$ cat src/rtl/rr_decoder_sequencer_pkg.sv
// Shared definitions for the round-robin decoder sequencer.
//   state_e   : sequencer states (idle, grant active, one-cycle gap)
//   NUM_REQ   : number of requesters / decoder outputs
//   IDX_W     : width of a grant index
//   LAST_RST  : reset value of the last-grant pointer (first priority to req[0])
package rr_decoder_sequencer_pkg;

   localparam int unsigned NUM_REQ = 4;
   localparam int unsigned IDX_W   = 2;

   localparam logic [IDX_W-1:0] LAST_RST = 2'd3;

   typedef enum logic [1:0] {
      StIdle,
      StGrant,
      StGap
   } state_e;

endpackage

$ cat src/rtl/rr_decoder_sequencer_rr_pick.sv
// Combinational round-robin picker.
//   req    [3:0] in  : request lines
//   last   [1:0] in  : index granted most recently
//   winner [1:0] out : first requester searching last+1, last+2, last+3, last
//   any          out : at least one request present
module rr_decoder_sequencer_rr_pick
   import rr_decoder_sequencer_pkg::*;
(
   input  logic [NUM_REQ-1:0] req,
   input  logic [IDX_W-1:0]   last,
   output logic [IDX_W-1:0]   winner,
   output logic               any
);

   logic             found;
   logic [IDX_W-1:0] idx;

   always_comb begin
      winner = last;
      found  = 1'b0;
      idx    = '0;
      any    = |req;
      for (int i = 1; i <= int'(NUM_REQ); i++) begin
         idx = last + IDX_W'(i);   // wraps mod 4, last itself checked last
         if (!found && req[idx]) begin
            winner = idx;
            found  = 1'b1;
         end
      end
   end

endmodule

$ cat src/rtl/rr_decoder_sequencer.sv
// Four-way round-robin arbiter driving a 2-to-4 decoder's select inputs.
// Optional feature macro: GRANT_TIMEOUT_EN (force-release after MAX_HOLD cycles).
//   clk     in  : clock, rising edge
//   rst_n   in  : asynchronous active-low reset
//   req     in  : request lines, bit i requests decoder output i
//   done    in  : release pulse from the granted consumer (ignored outside a grant)
//   addr0   out : grant index bit 0, registered
//   addr1   out : grant index bit 1, registered
//   enable  out : decoder enable, registered, high only during a grant
//   busy    out : high in grant and gap states
//   timeout out : one-cycle pulse when a grant is force-released
module rr_decoder_sequencer
   import rr_decoder_sequencer_pkg::*;
#(
   parameter int unsigned MAX_HOLD = 8,
   parameter int unsigned CNT_W    = 8
) (
   input  logic               clk,
   input  logic               rst_n,
   input  logic [NUM_REQ-1:0] req,
   input  logic               done,
   output logic               addr0,
   output logic               addr1,
   output logic               enable,
   output logic               busy,
   output logic               timeout
);

   if (MAX_HOLD < 1 || MAX_HOLD > 255 || (64'd1 << CNT_W) <= 64'(MAX_HOLD)) begin : g_param_chk
      $error("rr_decoder_sequencer: illegal MAX_HOLD/CNT_W");
   end

   state_e           state_q, state_d;
   logic [IDX_W-1:0] addr_q, addr_d;
   logic [IDX_W-1:0] last_q, last_d;
   logic             enable_q, enable_d;
   logic             busy_q, busy_d;
   logic             timeout_q, timeout_d;
   logic [IDX_W-1:0] winner;
   logic             any;
   logic             hold_expired;

`ifdef GRANT_TIMEOUT_EN
   logic [CNT_W-1:0] cnt_q, cnt_d;
   assign hold_expired = (cnt_q == CNT_W'(MAX_HOLD - 1));
`else
   assign hold_expired = 1'b0;
`endif

   rr_decoder_sequencer_rr_pick u_pick (
      .req    (req),
      .last   (last_q),
      .winner (winner),
      .any    (any)
   );

   always_comb begin
      state_d   = state_q;
      addr_d    = addr_q;
      last_d    = last_q;
      enable_d  = enable_q;
      timeout_d = 1'b0;
`ifdef GRANT_TIMEOUT_EN
      cnt_d     = cnt_q;
`endif
      unique case (state_q)
         StIdle, StGap: begin
            // Gap and idle share arbitration; gap is always exactly one cycle.
            if (any) begin
               state_d  = StGrant;
               addr_d   = winner;
               last_d   = winner;
               enable_d = 1'b1;
`ifdef GRANT_TIMEOUT_EN
               cnt_d    = '0;
`endif
            end else begin
               state_d  = StIdle;
               enable_d = 1'b0;
            end
         end
         StGrant: begin
`ifdef GRANT_TIMEOUT_EN
            cnt_d = cnt_q + 1'b1;
`endif
            if (done) begin
               // done takes precedence over a coincident timeout
               state_d  = StGap;
               enable_d = 1'b0;
            end else if (hold_expired) begin
               state_d   = StGap;
               enable_d  = 1'b0;
               timeout_d = 1'b1;
            end
         end
         default: begin
            state_d  = StIdle;
            enable_d = 1'b0;
         end
      endcase
      busy_d = (state_d != StIdle);
   end

   always_ff @(posedge clk or negedge rst_n) begin
      if (!rst_n) begin
         state_q   <= StIdle;
         addr_q    <= '0;
         last_q    <= LAST_RST;
         enable_q  <= 1'b0;
         busy_q    <= 1'b0;
         timeout_q <= 1'b0;
      end else begin
         state_q   <= state_d;
         addr_q    <= addr_d;
         last_q    <= last_d;
         enable_q  <= enable_d;
         busy_q    <= busy_d;
         timeout_q <= timeout_d;
      end
   end

`ifdef GRANT_TIMEOUT_EN
   always_ff @(posedge clk or negedge rst_n) begin
      if (!rst_n) begin
         cnt_q <= '0;
      end else begin
         cnt_q <= cnt_d;
      end
   end
`endif

   assign addr0   = addr_q[0];
   assign addr1   = addr_q[1];
   assign enable  = enable_q;
   assign busy    = busy_q;
   assign timeout = timeout_q;

endmodule
$ cat config.mk
export PLATFORM = sky130hd
export DESIGN_NAME = rr_decoder_sequencer
export DESIGN_NICKNAME = d
export VERILOG_FILES = /design/src/rtl/rr_decoder_sequencer_pkg.sv /design/src/rtl/rr_decoder_sequencer_rr_pick.sv /design/src/rtl/rr_decoder_sequencer.sv
export SDC_FILE = /design/constraint.sdc
export NUM_CORES = 1
export LEC_CHECK = 0
export BUFFER_PORTS_ARGS = -buffer_cell sky130_fd_sc_hd__clkbuf_2
export CELL_PAD_IN_SITES_DETAIL_PLACEMENT = 1
export CELL_PAD_IN_SITES_GLOBAL_PLACEMENT = 1
export CORE_UTILIZATION = 31
export CTS_CLUSTER_DIAMETER = 120
export DETAILED_ROUTE_END_ITERATION = 10
export HOLD_SLACK_MARGIN = 0.08
export PLACE_DENSITY = 0.7
export REMOVE_ABC_BUFFERS = 1
export SKIP_LAST_GASP = 1
export SLEW_MARGIN = 30
export SYNTH_ARGS = -nofsm -noshare
export SYNTH_HDL_FRONTEND = slang
export SYNTH_HIERARCHICAL = 1
export SYNTH_SLANG_ARGS = --single-unit
$ cat constraint.sdc
create_clock -name clk -period 1.15 [get_ports clk]
set_input_delay 0.1725 -clock clk [delete_from_list [all_inputs] [get_ports clk]]
set_output_delay 0.1725 -clock clk [all_outputs]
set_load 0.005 [all_outputs]
* Yosys cells after proc, flatten, opt, wreduce, memory -nomap -nowiden *
Index checks and enable logic that the tools add are counted.

storage, ports and cells
  register bits after elaboration = 8
  bits of input ports = 7
  logic and storage cells = 47
  output and inout bits = 5

operators by class
  reduce and logical (&&, ||, !) cells = 11
  equality and inequality tests = 3
  order comparisons = 4
  muxes and demuxes = 21
  add/sub/neg operators = 3

operators with widths
  kind                   number
  $lt A2 B3 Y1 const B   4
  $mux W1                10
  $mux W2                5
  $bmux W1 S2            4
  $add A2 B2 Y2 const B  2
  $pmux W2 S2            1
  $reduce_or A4 Y1       1
  $logic_and A1 B1 Y1    3
  $logic_not A1 Y1       3
  $add A2 B1 Y2 const B  1
  $eq A2 B1 Y1 const B   1
  $eq A2 B2 Y1 const B   1
  $logic_not A2 Y1       1
  $ne A2 B2 Y1 const B   1
  $pmux W1 S2            1
  $reduce_and A2 Y1      1
  $reduce_bool A2 Y1     1
  $reduce_or A2 Y1       1

* Longest topological paths before layout *
Gate-level depths: netlist of run 1.

  depth in word-level cells = 13
  gate-level depth with buffers = 5
  gate-level depth less buffers = 4

* Cells and area by module *
The synthesis of run 1 kept the hierarchy.

by module, submodules not included
  module                        times used  cells each  area each (µm²)
  rr_decoder_sequencer          1           23          334.1
  rr_decoder_sequencer_rr_pick  1           14          72.6

* Worst setup path before layout of run 1 *
Ideal clock, no wire load.

  path type = register -> register
  start = register last_q[1]
  end = register addr_q[0]
  buffers on the path = 0
  library setup time = 0.125 ns
  slack = -0.092 ns
  data arrival time = 1.116 ns
  cell stages (with the launch flop) = 5
  cell sequence = dfstp_2 nand2_1 a32oi_1 nand2_1 mux2_4

on the way
  cells in the longest elaborated chain, start to end = 13
  elaborated cells on any way between the ends = 24

ends and longest elaborated chain
  element                        RTL line                            source
  start, declared                rr_decoder_sequencer.sv:35          logic [IDX_W-1:0] last_q, last_d;
  start signal, assigned         rr_decoder_sequencer.sv:115         last_q <= last_d;
  $add A2 B1 Y2                  rr_decoder_sequencer_rr_pick.sv:24  idx = last + IDX_W'(i);
  $bmux W1 S2                    rr_decoder_sequencer_rr_pick.sv:25  if (!found && req[idx]) begin
  $mux W1 (not written as such)  rr_decoder_sequencer_rr_pick.sv:25
  $mux W1                        rr_decoder_sequencer_rr_pick.sv:25
  $logic_not A1 Y1               rr_decoder_sequencer_rr_pick.sv:25
  $logic_and A1 B1 Y1            rr_decoder_sequencer_rr_pick.sv:25
  $mux W1                        rr_decoder_sequencer_rr_pick.sv:25
  $logic_not A1 Y1               rr_decoder_sequencer_rr_pick.sv:25
  $logic_and A1 B1 Y1            rr_decoder_sequencer_rr_pick.sv:25
  $mux W1                        rr_decoder_sequencer_rr_pick.sv:25
  $logic_not A1 Y1               rr_decoder_sequencer_rr_pick.sv:25
  $logic_and A1 B1 Y1            rr_decoder_sequencer_rr_pick.sv:25
  $mux W2 (*)                    rr_decoder_sequencer_rr_pick.sv:25
  net winner[0]                  rr_decoder_sequencer.sv:39          logic [IDX_W-1:0] winner;
  end signal, assigned           rr_decoder_sequencer.sv:114         addr_q <= addr_d;
  end, declared                  rr_decoder_sequencer.sv:34          logic [IDX_W-1:0] addr_q, addr_d;

The timed path passes the listed nets; every way through them passes the cells marked *. The select of a mux whose other input is x is not followed.
A chain may end at the register's enable or synchronous reset.

* Final worst setup path of run 1 *
Same ends and word-level chain as after synthesis.

==> metrics.txt, run 1 <==
Vias per Instance 4.708; status complete, but fails checks; DRT antenna net count 0; Reg clk slew, reported paths 0.05 ns; Hold Path Cell Cnt 3; filler instances 135; min-delay src done; PD cells 2719 mW/mm^2; Clock Root Buffer clkbuf_4; gpl congestion 0.6440; multi-input logic area 192.7 sq um; Worst setup EP type register; clk sink count 8; setup TNS -0.6665 ns; global-route wire length before repair 1.338 mm; Period Utilization, post-route 117.7%; top post-synthesis cells by area dfrtp_1, mux2_4, dfstp_2, nand2_1, nand2b_4; number of iterations in the first detailed-routing pass 1; DR iter-0 viols 0; dpl cell area 462.9 sq um; Core Area 0.001156 sq mm; cells after synthesis 37; Yosys top cell area share 36.92%; CTS tree yes; Cell Area, Synth 406.6 sq um; CTS buffer count 3; Starting Density 35.17%; Post-synth EDFFs 0; clock latency on the worst-skew pair 0.24 ns; Ports 12; failing checks negative setup slack; sequential-to-total area share from yosys stat 49.85%; clock buffer depth 2; fin. max-slew vios 0; CP startpoint last_q[1]$_DFFE_PN1P_; Clock Skews 0.002103 ns; R2R depth 4; top cells by count, synth dfrtp_1, nand2_1, mux2_4, nor2_1; gr usage total 13.60%; minimum clock period 1.353 ns; FP Rows 12; fin area 518.0 sq um; NumNets Final 60; total wire length 813 um; I/O Buffers 10; RSZ-0062 raised after global routing true; die area 0.001460 sq mm; RR Startpoint last_q[1]$_DFFE_PN1P_; Worst Hold Class input pin to register; Core Util, Final 44.81%; ys flop type dfrtp_1; crit path kind register to register; largest net degree at the start of global routing 9; Crit Path Max Fanout 6; die height 38.22 um; Seq cells post-synth 8; Storage cell area 202.7 sq um; CTS H-tree depth 1; leading area contributor after synthesis dfrtp_1; grt total ovfl 0; Setup crit start kind register; die width 38.22 um; ant diodes 0; Fmax achieved 738.9 MHz; Hold WS 0.1400 ns; Routed WL per cell 12.51 um; worst path required time 1.28 ns; final hold vios 0; ys async rst share 100.0%; initial antenna violation count 0; Leakage 0.2651 nW; WP data arrival 1.48 ns; # DRC 0; Mean Syn Cell Area 10.99 sq um; worst vdd ir 0.9207 mV; via count 306; area grow syn2layout 27.38%; FF-to-FF setup slack -0.20 ns; share of cells above drive strength 1 49.02%; final setup margin -0.2034 ns; Final setup viols 4; total of max-cap violations 0; Distinct cells, synth 18; Synth Warn # 6; top-count cell post-synth dfrtp_1; Pwr Total 1.408 mW; number of global-route vias before repair 299
-- cell type report --
cell class / count / share of cell area, %
Sequential cell: 8 / 39.13
Multi-Input combinational cell: 25 / 37.20
Timing Repair Buffer: 13 / 14.49
Clock buffer: 3 / 4.348
Tap cell: 14 / 3.382
Inverter: 2 / 1.449
-- per-layer routing --
metal  wire [um]  global-route usage (%)
met2         415                   21.19
met4           0                   8.036
met3          32                   1.744
met1         365                   17.84
met5           0                       0
-- critical path, cell delays in order, from the launching register on --
cell	delay, ns
dfstp_2	0.60
nand2_1	0.07
a32oi_1	0.20
nand2_1	0.09
mux2_4	0.27
-- worst paths after layout --
path | endpoint
min | state_q[1]$_DFF_PN0_
min reg2reg | addr_q[1]$_DFFE_PN0P_
min in group asynchronous | busy$_DFF_PN0_
max | addr_q[0]$_DFFE_PN0P_
max in group asynchronous | last_q[0]$_DFFE_PN1P_
max reg2reg | addr_q[0]$_DFFE_PN0P_
-- layout by cell type (no fill, tap or decap) --
master	netlist	routed
or2b_1	1	1
o21ai_0	2	2
buf_4	1	2
nor3_1	1	1
dfstp_2	2	2
inv_1	2	2
a32oi_1	1	1
a31oi_1	1	1
nand2b_4	1	2
dlygate4sd3_1	0	1
nand2_1	5	5
nor2_1	3	3
mux2_4	4	4
nand2b_1	2	1
a21oi_2	0	2
clkbuf_4	0	3
mux2i_1	1	1
clkbuf_2	0	10
conb_1	1	1
dfrtp_1	6	6
-- per-stage QoR --
stage | worst slack [ns] | cells
floorplan | -0.09157 | 35
global placement | -0.1379 | 60
detailed placement | -0.1867 | 60
global route | -0.2310 | 65
finish | -0.2034 | 65
CTS | -0.1763 | 65
-- kinds of logic after synthesis --
kind of cell	count (synthesis)	share of synthesized area, %
AND/OR/NAND/NOR	13	16.92
multiplexers	5	17.23
buffers and inverters	4	6.463
other	1	0.9222
flip-flops	8	49.85
AO/OA/AOI/OAI	6	8.617
-- what timing repair did --
action | 4_1_cts | 5_1_grt
gates resized for setup | 1 | 2
hold buffers | 1 | 0
setup buffers | 1 | 0
setup endpoints to repair | 4 | 4
pin swaps | 3 | 2
hold endpoints to repair | 8 | 0
-- power by group --
part           internal, mW  leakage, nW  switching (mW)
Sequential            0.451       0.0910           0.119
Combinational         0.390        0.160           0.246
Clock                 0.119       0.0138          0.0839
Total                 0.960        0.265           0.449
-- registers in the layout, summed over array words and instances (netlist names) --
register  count
busy          1
state_q       2
enable        1
last_q        2
addr_q        2
Power figures use the tool's default switching activity.
==> run 2, diff against run 1 <==
CORE_UTILIZATION = 32   (was 31)
PLACE_DENSITY = 0.72   (was 0.7)
SYNTH_HIERARCHICAL = unset   (was 1)
==> run 2 against run 1 <==
Compared with the run above:
- the run still ends with negative setup slack left
- synthesized cell count is 22% higher
- area after synthesis is 11% higher
- power is 15% higher
- hold slack worse by 0.022 ns
- critical path depth stayed put
- combinational power is 33% higher
- via count is 41% higher
- core utilization is 5.6 points higher
- final area is 27% higher
- largest power group unchanged
==> metrics.txt, run 2 <==
Synth Warn # 0; total wire length 1.216 mm; CTS buffer count 3; Clock Skews 0.0001860 ns; WP data arrival 1.62 ns; Seq pwr share 34.3%; ys async rst share 100.0%; CTS H-tree depth 1; Compound-Gate Fraction of Synth Area 12.78%; DR iter-0 viols 7; Ports 12; ant diodes 0; Internal Power 1.029 mW; minimum clock period 1.480 ns; DRT antenna net count 0; area grow syn2layout 45.56%; CTS tree yes; met3 GRT Util 8.523%; Synth Area in XOR/XNOR 1.944%; gpl congestion 0.7366; top cells by count, synth nor2_1, dfrtp_1; commonest cells after routing, fill and taps aside buf_4, clkbuf_2, nor2_1, dfrtp_1, clkbuf_4; top-count cell post-synth nor2_1; via count 432; Post-Synth Adder-Cell Area 0%; leading area contributor after synthesis dfrtp_1; clock buffer depth 2; Starting Density 34.62%; busiest grt layer met2; mux contribution to synthesized area 4.722%; total of max-cap violations 0; Seq cells post-synth 8; GR Util met2 35.66%; switching share of power 36.29%; Sw Pwr 0.5864 mW; clock share of power 13.4%; RSZ-0062 raised after global routing true; Yosys top cell area share 33.33%; PD cells 2465 mW/mm^2; worst vdd ir 1.248 mV; Final setup viols 4; Setup crit start kind register; Fmax achieved 675.5 MHz; status complete, but fails checks; Vias per Instance 5.082; clock latency on the worst-skew pair 0.26 ns; dpl hpwl 915.5 um; fin. max-slew vios 0; final setup margin -0.3304 ns; Core Util, Final 50.38%; Reg clk slew, reported paths 0.05 ns; biggest regs addr_q x2, last_q x2, state_q x2; number of iterations in the first detailed-routing pass 3; filler instances 170; Leakage 0.3111 nW; FP Rows 13; # DRC 0; Clock Root Buffer clkbuf_4; crit path kind register to register; NumNets Final 79; GR met1 Demand/Resource 20.91%; Simple-Gate Fraction of Synth Area 28.89%; dpl cell area 590.6 sq um; top post-synthesis cells by area dfrtp_1, dfstp_2, nor2_1, nor4_2, a21o_1; commonest non-fill, non-tap cell in the layout buf_4; I/O Buffers 10; worst path required time 1.29 ns; Mean Syn Cell Area 10.01 sq um; Post-synth EDFFs 0; Core Area 0.001301 sq mm; Period Utilization, post-route 128.7%; part of the power in combinational logic 52.3%; ys flop type dfrtp_1; main combinational cell family by area after synthesis simple AND/OR/NAND/NOR gates; Worst setup EP type register; clk sink count 8; cells after synthesis 45; sequential-to-total area share from yosys stat 45.00%; gr usage total 20.28%; die height 39.52 um; initial antenna violation count 0; failing checks negative setup slack; die width 39.52 um; die area 0.001561 sq mm; final hold vios 0; largest net degree at the start of global routing 9; Crit Path Max Fanout 7; grt total ovfl 0; Distinct cells, synth 26; Cell Area, Synth 450.4 sq um; global-route wire length before repair 1.966 mm; fin area 655.6 sq um; number of global-route vias before repair 453; share of cells above drive strength 1 52.86%; Routed WL per cell 14.31 um; Worst Hold Class input pin to register
run 2: cell count changes in the layout (fill, tap and decap cells not counted), sizes merged, moves of 2 or more:
cell | previous run | this run
nor2 | 3 | 7
nand2 | 5 | 0
o22ai | 0 | 2
nor4 | 0 | 2
mux2 | 4 | 1
a21o | 0 | 2
buf | 2 | 13
run 2: timing repair:
| action | in CTS | in global routing |
|---|---|---|
| hold endpoints to repair | 8 | 0 |
| buffers inserted | 1 | 0 |
| resized for setup | 5 | 1 |
| pin swaps | 3 | 0 |
| endpoints found under the setup margin | 4 | 4 |
| hold buffers | 1 | 0 |
run 2: final cells by class:
type	count	area (sq um)	share of cell area [%]
repair buffers	24	157.7	24.05
inverters	2	7.507	1.145
well taps	15	18.77	2.863
multi-input cells	33	246.5	37.60
flip-flops and latches	8	202.7	30.92
clock buffers	3	22.52	3.435
run 2: power groups by stage:
stage	sequential [mW]	combinational [mW]	clock (mW)
after floorplan	0.569	0.364	0
after CTS	0.557	0.828	0.226
after detailed placement	0.559	0.744	0
final	0.554	0.845	0.217
after global placement	0.545	0.714	0
after global routing	0.569	0.933	0.236
run 2: layer usage:
layer	wire length, um	vias up
li1	-	212
met2	655	6
met4	18	0
met3	48	4
met5	0	-
met1	494	210
run 2: cells by family after synthesis:
family,count (synthesis)
AO/OA/AOI/OAI,9
XOR/XNOR,1
buffers and inverters,4
flip-flops,8
multiplexers,2
other,1
AND/OR/NAND/NOR,20
run 2: worst max-delay path, stage by stage, from the launching register on:
cell and delay [ns]:
dfstp_2 0.40, and4b_1 0.20, or4_4 0.54, mux2i_1 0.17, nor2_1 0.06
run 2: through the flow:
step	TNS (ns)	setup slack [ns]	hold WS [ns]	total power, mW	instances
after floorplan	-0.4723	-0.2828	-0.1231	0.9333	43
after global placement	-0.8916	-0.2820	0.02669	1.259	80
after detailed placement	-1.069	-0.3452	0.02923	1.302	80
after CTS	-0.9148	-0.3123	0.1119	1.611	85
after global routing	-1.180	-0.3651	0.1235	1.738	85
final	-0.9186	-0.3304	0.1180	1.616	85
run 2: final timing paths:
check | depth (start not counted) | start | endpoint | slack, ns
worst min-delay path | 2 | done | state_q[0]$_DFF_PN0_ | 0.12
worst min register to register | 1 | enable$_DFFE_PN0P_ | enable$_DFFE_PN0P_ | 0.48
worst max register to register | 4 | last_q[0]$_DFFE_PN1P_ | addr_q[0]$_DFFE_PN0P_ | -0.33
min in group asynchronous | 2 | rst_n | state_q[0]$_DFF_PN0_ | 0.31
worst max-delay path | 4 | last_q[0]$_DFFE_PN1P_ | addr_q[0]$_DFFE_PN0P_ | -0.33
max in group asynchronous | 2 | rst_n | last_q[0]$_DFFE_PN1P_ | 0.60
